File: src/rtl/sad_search_controller.sv
// Template-matching search sequencer: walks every vertical offset of a strip,
// drives ROM/RAM addresses and PE strobes, reports first or best SAD match.
//
// Ports:
//   clock, reset            : clock, synchronous active-high reset
//   start, mode             : search request (IDLE only), 0=first 1=best match
//   fifo_ready              : image strip loaded (WAIT_FIFO only)
//   pe_match, pe_sad        : PE threshold flag and accumulated SAD
//   uart_done               : report transmitted (REPORT only)
//   ram_row, rom_addr       : image row / template addresses
//   pe_reset, pe_shift      : combinational PE strobes (SCAN only)
//   uart_send               : 0=OFF 1=MATCH 2=NOT_MATCH
//   result_row, result_sad  : reported offset and SAD
//   busy                    : high outside IDLE
module sad_search_controller #(
  parameter int TPL_COLS    = 40,
  parameter int TPL_ROWS    = 100,
  parameter int SEARCH_ROWS = 380,
  parameter int RAM_AW      = 9,
  parameter int ROM_AW      = 12,
  parameter int SAD_W       = 20
) (
  input  logic              clock,
  input  logic              reset,
  input  logic              start,
  input  logic              fifo_ready,
  input  logic              mode,
  input  logic              pe_match,
  input  logic [SAD_W-1:0]  pe_sad,
  input  logic              uart_done,
  output logic [RAM_AW-1:0] ram_row,
  output logic [ROM_AW-1:0] rom_addr,
  output logic              pe_reset,
  output logic              pe_shift,
  output logic [1:0]        uart_send,
  output logic [RAM_AW-1:0] result_row,
  output logic [SAD_W-1:0]  result_sad,
  output logic              busy
);

  localparam int COL_W = (TPL_COLS > 1) ? $clog2(TPL_COLS) : 1;

  localparam logic [ROM_AW-1:0] LAST_ADDR = ROM_AW'(TPL_ROWS * TPL_COLS - 1);
  localparam logic [COL_W-1:0]  LAST_COL  = COL_W'(TPL_COLS - 1);
  localparam logic [RAM_AW-1:0] LAST_OFF  = RAM_AW'(SEARCH_ROWS - 1);

  localparam logic [1:0] U_OFF   = 2'd0;
  localparam logic [1:0] U_MATCH = 2'd1;
  localparam logic [1:0] U_NOM   = 2'd2;

  typedef enum logic [1:0] {
    IDLE,
    WAIT_FIFO,
    SCAN,
    REPORT
  } state_t;

  state_t            state_q, state_d;
  logic              mode_q, mode_d;
  logic [RAM_AW-1:0] offset_q, offset_d;
  logic [COL_W-1:0]  tpl_col_q, tpl_col_d;
  logic [ROM_AW-1:0] rom_addr_q, rom_addr_d;
  logic [RAM_AW-1:0] ram_row_q, ram_row_d;
  logic              best_valid_q, best_valid_d;
  logic [SAD_W-1:0]  best_sad_q, best_sad_d;
  logic [RAM_AW-1:0] best_row_q, best_row_d;
  logic [RAM_AW-1:0] result_row_q, result_row_d;
  logic [SAD_W-1:0]  result_sad_q, result_sad_d;
  logic [1:0]        uart_send_q, uart_send_d;

  logic col_wrap;
  logic win_end;
  logic full_win;
  logic best_upd;

  always_comb begin
    state_d      = state_q;
    mode_d       = mode_q;
    offset_d     = offset_q;
    tpl_col_d    = tpl_col_q;
    rom_addr_d   = rom_addr_q;
    ram_row_d    = ram_row_q;
    best_valid_d = best_valid_q;
    best_sad_d   = best_sad_q;
    best_row_d   = best_row_q;
    result_row_d = result_row_q;
    result_sad_d = result_sad_q;
    uart_send_d  = uart_send_q;
    pe_shift     = 1'b0;
    pe_reset     = 1'b0;
    col_wrap     = (tpl_col_q == LAST_COL);
    win_end      = (rom_addr_q == LAST_ADDR) || !pe_match;
    full_win     = 1'b0;
    best_upd     = 1'b0;

    unique case (state_q)
      IDLE: begin
        if (start) begin
          state_d      = WAIT_FIFO;
          mode_d       = mode;
          best_valid_d = 1'b0;
          best_sad_d   = '1;
          best_row_d   = '0;
          result_row_d = '0;
          result_sad_d = '0;
          offset_d     = '0;
          tpl_col_d    = '0;
          rom_addr_d   = '0;
          ram_row_d    = '0;
        end
      end

      WAIT_FIFO: begin
        offset_d   = '0;
        tpl_col_d  = '0;
        rom_addr_d = '0;
        ram_row_d  = '0;
        if (fifo_ready) begin
          state_d = SCAN;
        end
      end

      SCAN: begin
        pe_shift = col_wrap;
        pe_reset = win_end;
        if (win_end) begin
          // pe_match at window end separates a full window from an abort
          full_win = pe_match;
          best_upd = full_win && mode_q &&
                     (!best_valid_q || pe_sad < best_sad_q);
          if (best_upd) begin
            best_valid_d = 1'b1;
            best_sad_d   = pe_sad;
            best_row_d   = offset_q;
          end
          tpl_col_d  = '0;
          rom_addr_d = '0;
          if (full_win && !mode_q) begin
            state_d      = REPORT;
            uart_send_d  = U_MATCH;
            result_row_d = offset_q;
            result_sad_d = pe_sad;
            offset_d     = '0;
            ram_row_d    = '0;
          end else if (offset_q == LAST_OFF) begin
            state_d   = REPORT;
            offset_d  = '0;
            ram_row_d = '0;
            // include this cycle's window in the final best-match decision
            if (best_upd) begin
              uart_send_d  = U_MATCH;
              result_row_d = offset_q;
              result_sad_d = pe_sad;
            end else if (best_valid_q) begin
              uart_send_d  = U_MATCH;
              result_row_d = best_row_q;
              result_sad_d = best_sad_q;
            end else begin
              uart_send_d = U_NOM;
            end
          end else begin
            offset_d  = offset_q + RAM_AW'(1);
            ram_row_d = offset_q + RAM_AW'(1);
          end
        end else begin
          rom_addr_d = rom_addr_q + ROM_AW'(1);
          if (col_wrap) begin
            tpl_col_d = '0;
            ram_row_d = ram_row_q + RAM_AW'(1);
          end else begin
            tpl_col_d = tpl_col_q + COL_W'(1);
          end
        end
      end

      REPORT: begin
        if (uart_done) begin
          state_d     = IDLE;
          uart_send_d = U_OFF;
        end
      end

      default: begin
        state_d = IDLE;
      end
    endcase
  end

  always_ff @(posedge clock) begin
    if (reset) begin
      state_q      <= IDLE;
      mode_q       <= 1'b0;
      offset_q     <= '0;
      tpl_col_q    <= '0;
      rom_addr_q   <= '0;
      ram_row_q    <= '0;
      best_valid_q <= 1'b0;
      best_sad_q   <= '1;
      best_row_q   <= '0;
      result_row_q <= '0;
      result_sad_q <= '0;
      uart_send_q  <= U_OFF;
    end else begin
      state_q      <= state_d;
      mode_q       <= mode_d;
      offset_q     <= offset_d;
      tpl_col_q    <= tpl_col_d;
      rom_addr_q   <= rom_addr_d;
      ram_row_q    <= ram_row_d;
      best_valid_q <= best_valid_d;
      best_sad_q   <= best_sad_d;
      best_row_q   <= best_row_d;
      result_row_q <= result_row_d;
      result_sad_q <= result_sad_d;
      uart_send_q  <= uart_send_d;
    end
  end

  assign ram_row    = ram_row_q;
  assign rom_addr   = rom_addr_q;
  assign uart_send  = uart_send_q;
  assign result_row = result_row_q;
  assign result_sad = result_sad_q;
  assign busy       = (state_q != IDLE);

endmodule

File: config.mk
export PLATFORM = sky130hd
export DESIGN_NAME = sad_search_controller
export DESIGN_NICKNAME = d
export VERILOG_FILES = /design/src/rtl/sad_search_controller.sv
export SDC_FILE = /design/constraint.sdc
export NUM_CORES = 1
export LEC_CHECK = 0
export ABC_AREA = 0
export BUFFER_PORTS_ARGS = -buffer_cell sky130_fd_sc_hd__buf_2
export CAP_MARGIN = 40
export CORE_MARGIN = 3
export CORE_UTILIZATION = 35
export CTS_CLUSTER_DIAMETER = 120
export DETAILED_ROUTE_END_ITERATION = 16
export PLACE_DENSITY = 0.54
export SLEW_MARGIN = 20
export SYNTH_ARGS = -nofsm -noshare
export SYNTH_HDL_FRONTEND = slang
export SYNTH_SLANG_ARGS = --single-unit
export TNS_END_PERCENT = 1
File: constraint.sdc
create_clock -name clock -period 6.21 [get_ports clock]
set_input_delay 1.242 -clock clock [delete_from_list [all_inputs] [get_ports clock]]
set_output_delay 1.242 -clock clock [all_outputs]
set_load 0.005 [all_outputs]
# Word level (Yosys, flattened, before mapping)
# Cells that the tools add are included.
# W data, S select, Z words.
[op_classes]
mux = 54
n_lt_le_gt_ge = 1
reduce_logical = 21
n_eq_ne = 14
n_addsub = 4
[ops]
columns = ["op", "n"]
rows = [
  ["$mux W20", 9],
  ["$mux W9", 13],
  ["$pmux W20 S2", 2],
  ["$pmux W9 S3", 2],
  ["$pmux W12 S3", 1],
  ["$pmux W9 S2", 2],
  ["$mux W12", 2],
  ["$mux W2", 11],
  ["$lt A20 B20 Y1", 1],
  ["$add A9 B1 Y9 const B", 2],
  ["$mux W6", 3],
  ["$pmux W6 S3", 1],
  ["$add A12 B1 Y12 const B", 1],
  ["$eq A12 B12 Y1 const B", 1],
  ["$ne A2 B2 Y1 const B", 5],
  ["$reduce_and A5 Y1", 2],
  ["$eq A9 B9 Y1 const B", 1],
  ["$pmux W2 S4", 1],
  ["$reduce_and A4 Y1", 2],
  ["$add A6 B1 Y6 const B", 1],
  ["$eq A6 B6 Y1 const B", 1],
  ["$ne A3 B3 Y1 const B", 2],
  ["$reduce_and A3 Y1", 2],
  ["$reduce_bool A2 Y1", 3],
  ["12 further kinds", 23],
]
[totals]
out_inout_bits = 55
word_cells = 106
inputBits = 27
regBits = 100

# Longest topological paths before layout
[logic_depth]
depth_word = 8
mapped_depth = 10
mapped_depth_nobuf = 8

# Worst setup path after synthesis
# Ideal clock, no wire load.
[synth_timing]
kind = "input to output"
startpoint = "in pe_match"
endpoint = "out pe_reset"
arrival_ns = 1.761
required_time_ns = 4.968
setup_slack_ns = 3.207
n_path_buf = 1
cell_stages = 3
cell_sequence = "buf_2 o31a_1 nor2_1"
[synth_between]
elab_chain_cells = 3
[synth_lines]
columns = ["item", "line", "source"]
rows = [
  ["from (decl)", "28", "input logic pe_match,"],
  ["$logic_not A1 Y1", "92", "win_end = (rom_addr_q == LAST_ADDR) || !pe_match;"],
  ["$logic_or A1 B1 Y1", "92", ""],
  ["$mux W1", "96", "unique case (state_q)"],
  ["to (decl)", "33", "output logic pe_reset,"],
]
# No other way between the ends.

# Final worst setup path
[layout_timing]
startpoint = "in pe_sad[17]"
endpoint = "reg result_sad_q[18] (netlist: result_sad[18])"
[layout_between]
elab_chain_cells = 8
word_cells_on_any_way = 10
cone_classes = "order compare: 1; eq/ne: 1; mux: 5; reduce/logical: 3"
[layout_lines]
columns = ["item", "line", "source"]
rows = [
  ["from (decl)", "29", "input logic [SAD_W-1:0] pe_sad,"],
  ["$lt A20 B20 Y1 *", "130", "(!best_valid_q || pe_sad < best_sad_q);"],
  ["$logic_or A1 B1 Y1 *", "130", ""],
  ["$logic_and A1 B1 Y1 *", "129", "best_upd = full_win && mode_q &&"],
  ["$mux W20", "150", "if (best_upd) begin"],
  ["$mux W20", "145", "end else if (offset_q == LAST_OFF) begin"],
  ["$mux W20", "138", "if (full_win && !mode_q) begin"],
  ["$mux W20", "126", "if (win_end) begin"],
  ["$pmux W20 S2", "96", ""],
  ["to (signal assigned)", "214", "result_sad_q <= result_sad_d;"],
  ["to (decl)", "68", "logic [SAD_W-1:0] result_sad_q, result_sad_d;"],
]
# Every way passes the cells marked *; elsewhere a longest branch is shown, timed or not. The select of a mux whose other input is x is not followed.
# A chain may end at the register's enable or synchronous reset.

==> flow_metrics.py <==
metrics = {
    "layout": {
        "seqCellArea_um2": 2000,
        "syn2layout_area_growth_pct": 17.9,
        "utilization": 0.422,
        "antenna_cells": 0,
        "drive_gt1_frac": 0.180,
        "design_area_um2": 5880,
        "multi_input_area_um2": 2680,
        "fillers": 1420,
        "fin_cells": 826,
        "nets": 695,
    },
    "power": {
        "pwr-share-seq": 0.399,
        "vdd_drop_max_v": 0.000151,
        "clkPwrFrac": 0.361,
        "p_total_mw": 1.70,
        "p_sw_uw": 548,
        "leakage_nw": 2.47,
        "combPwrFrac": 0.240,
        "swShare": 0.322,
        "cellPowerDensity_nw_per_um2": 290,
        "p_int_mw": 1.16,
    },
    "cts": {
        "cts-root-buf": "clkbuf_16",
        "ctsHtreeMaxLevel": 3,
        "cts_tree": "done",
        "cts_made_buffers": 9,
        "cts_setup_buffers": 0,
        "ctsHoldBuffers": 0,
        "cts_sinks": 100,
        "cts.repair.resized": 0,
        "ctsLongestPathBuffers": 2,
        "worstSkewPairLatency_ns": 0.35,
        "path_clk_slew_ns": 0.07,
    },
    "logic_synthesis": {
        "yosysWarnings": 0,
        "synthCells": 568,
        "synth_edf_count": 0,
        "synth_area_um2": 4990,
        "ys_ff_latch": 100,
        "avgSynthCellArea_um2": 8.78,
        "seq_area_frac_synth": 0.401,
        "async_flop_share": 0,
        "ys.flop_type": "dfxtp_1",
        "ys_types": 62,
        "synth_nets": 622,
    },
    "critical_path": {
        "crit_chain": "buf_2 > ha_1 > nand4_1 > nor3_1 > o21ai_0 > a32oi_4 > buf_4 > mux2i_1 > o21ai_1",
        "crit_buf_inv": 2,
        "worstPathMaxFanout": 20,
        "crit_slowest_cell": "a32oi_4",
        "crit_family": "compound AO/OA/AOI/OAI gates",
        "crit_type": "input port to flip-flop",
        "cp-startpoint": "pe_sad[17]",
        "crit_path_max_incr_delay_ns": 0.56,
        "worstPathArrival_ns": 3.75,
        "cp-start-kind": "input port",
        "critPathCaptureType": "flip-flop",
        "cp_num_cells": 9,
        "required_ns": 6.45,
        "reg2reg_depth": 9,
        "worstReg2RegStart": "best_sad_q[17]$_SDFFE_PP1P_",
    },
    "timing": {
        "fmax_mhz": 285,
        "slew_headroom": 0.494,
        "tns_ns": 0,
        "fin_crit_ns": 3.51,
        "setup_viol": 0,
        "finalHoldViolCount": 0,
        "fin_skew_ns": 0.00916,
        "hold_slack_ns": 0.448,
        "slew_viol_final": 0,
        "setup_slack_ns": 2.70,
        "period_share": 0.566,
        "worst-slew-pin-transition_ns": 0.754,
        "rsz0062_at_grt": "false",
    },
    "die": {
        "die-width_um": 125,
        "ios": 82,
        "rows": 43,
        "core_um2": 13900,
        "die_h_um": 125,
        "dieArea_um2": 15700,
        "start_util": 0.358,
    },
    "global_routing": {
        "overflow": 0,
        "grtUsageTotal": 0.163,
        "grt_start_max_net_pins": 30,
        "grt_pass1_vias": 4250,
        "grt_pass1_wl_um": 21000,
        "antenna_found_initial": 0,
    },
    "min_path": {
        "hold_path_class": "flip-flop to flip-flop",
        "min_path_cells": 2,
        "hold_start": "result_sad[9]$_SDFFE_PP0P_",
    },
    "drt": {
        "ant_nets": 0,
        "wire_per_inst_um": 15.2,
        "num_vias": 4294,
        "vias_per_cell": 5.20,
        "drc": 0,
        "drt_iter0_drc": 234,
        "dr.pass1.iters": 5,
        "wl_um": 12600,
    },
    "status": {
        "run_status": "complete, no violations",
    },
    "placement": {
        "placed_cell_area_um2": 5560,
        "hpwlAfterDp_um": 9270,
        "port_buffers": 81,
        "dp_cells": 810,
        "place_congestion": 0.799,
        "dp_slack_ns": 2.31,
    },
    "flow_run": {
        "max_cap_violations": 0,
    },
}
power groups by stage:
stage | combinational (mW) | clock (mW) | sequential, mW
after floorplan | 0.292 | 0 | 0.691
after global placement | 0.410 | 0 | 0.694
after detailed placement | 0.412 | 0 | 0.695
after CTS | 0.414 | 0.632 | 0.680
after global routing | 0.458 | 0.656 | 0.683
final | 0.409 | 0.615 | 0.680
flip-flops by register name, indices dropped and copies added (netlist names), 2 cells and up:
name        cells
best_sad_q     20
result_sad     20
rom_addr       12
best_row_q      9
offset_q        9
ram_row         9
result_row      9
tpl_col_q       6
state_q         2
uart_send       2
cells by family (layout without fill, tap and decap cells):
group,Yosys count,after routing,share of synthesized area
buf+inv,76,154,0.0682
fa+ha+maj,27,27,0.0677
compound gates,151,151,0.204
xor+xnor,20,20,0.0351
mux,31,31,0.0624
flops,100,100,0.401
simple gates,163,163,0.161
path summary, 6_finish.rpt:
kind / slack [ns] / endpoint
worst max-delay path: 2.70 / result_sad[18]$_SDFFE_PP0P_
worst min-delay path: 0.45 / result_sad[9]$_SDFFE_PP0P_
worst min register to register: 0.45 / result_sad[9]$_SDFFE_PP0P_
worst max register to register: 3.31 / result_sad[18]$_SDFFE_PP0P_
cell usage after synthesis, types with 3 or more instances:
| master | number | share of area |
|---|---|---|
| buf_2 | 8 | 0.0080 |
| o32ai_1 | 3 | 0.0053 |
| o21ai_1 | 13 | 0.013 |
| dfxtp_1 | 100 | 0.40 |
| buf_6 | 3 | 0.0068 |
| nand4_1 | 10 | 0.013 |
| buf_4 | 3 | 0.0045 |
| mux2i_1 | 30 | 0.060 |
| nand2b_1 | 5 | 0.0063 |
| nor2_1 | 28 | 0.021 |
| xnor2_1 | 9 | 0.016 |
| a211oi_1 | 5 | 0.0075 |
| o22a_1 | 20 | 0.035 |
| o22ai_1 | 11 | 0.014 |
| and3_1 | 7 | 0.0088 |
| xor2_1 | 11 | 0.019 |
| nor2b_1 | 4 | 0.0050 |
| nand2_1 | 61 | 0.046 |
| ha_1 | 27 | 0.068 |
| nor4_1 | 4 | 0.0050 |
| clkbuf_1 | 11 | 0.0083 |
| a31oi_1 | 4 | 0.0050 |
| a21oi_1 | 26 | 0.026 |
| o21ai_0 | 42 | 0.042 |
| nand3_1 | 22 | 0.022 |
| nor3_1 | 10 | 0.010 |
| inv_1 | 48 | 0.036 |
placed cells by master, fill, tap and decap left out, drive strengths merged, types with 20 or more instances in the layout:
cell type / instances
nand2: 61
ha: 27
a21oi: 26
buf: 89
nor2: 28
mux2i: 30
nand3: 22
o21ai: 56
o22a: 20
dfxtp: 100
inv: 49
worst min-delay path, cell delays in order, from the launching register on:
cell and delay [ns]:
dfxtp_1 0.32, nand2_1 0.04, o21ai_0 0.05
cell type report:
type,count,share of cell area
clock buffers,11,0.0413
repair buffers,89,0.0791
well taps,180,0.0383
clock inverters,5,0.0140
inverters,49,0.0313
multi-input cells,392,0.456
flip-flops and latches,100,0.340
routing by layer:
layer | GRT usage | vias up | share of wire
met5 | 0 | - | 0
met4 | 0.0517 | 0 | 0.018
met3 | 0.0410 | 20 | 0.046
met2 | 0.268 | 107 | 0.47
met1 | 0.210 | 2000 | 0.47
li1 | - | 2167 | -
(Power assumes the default switching activity.)
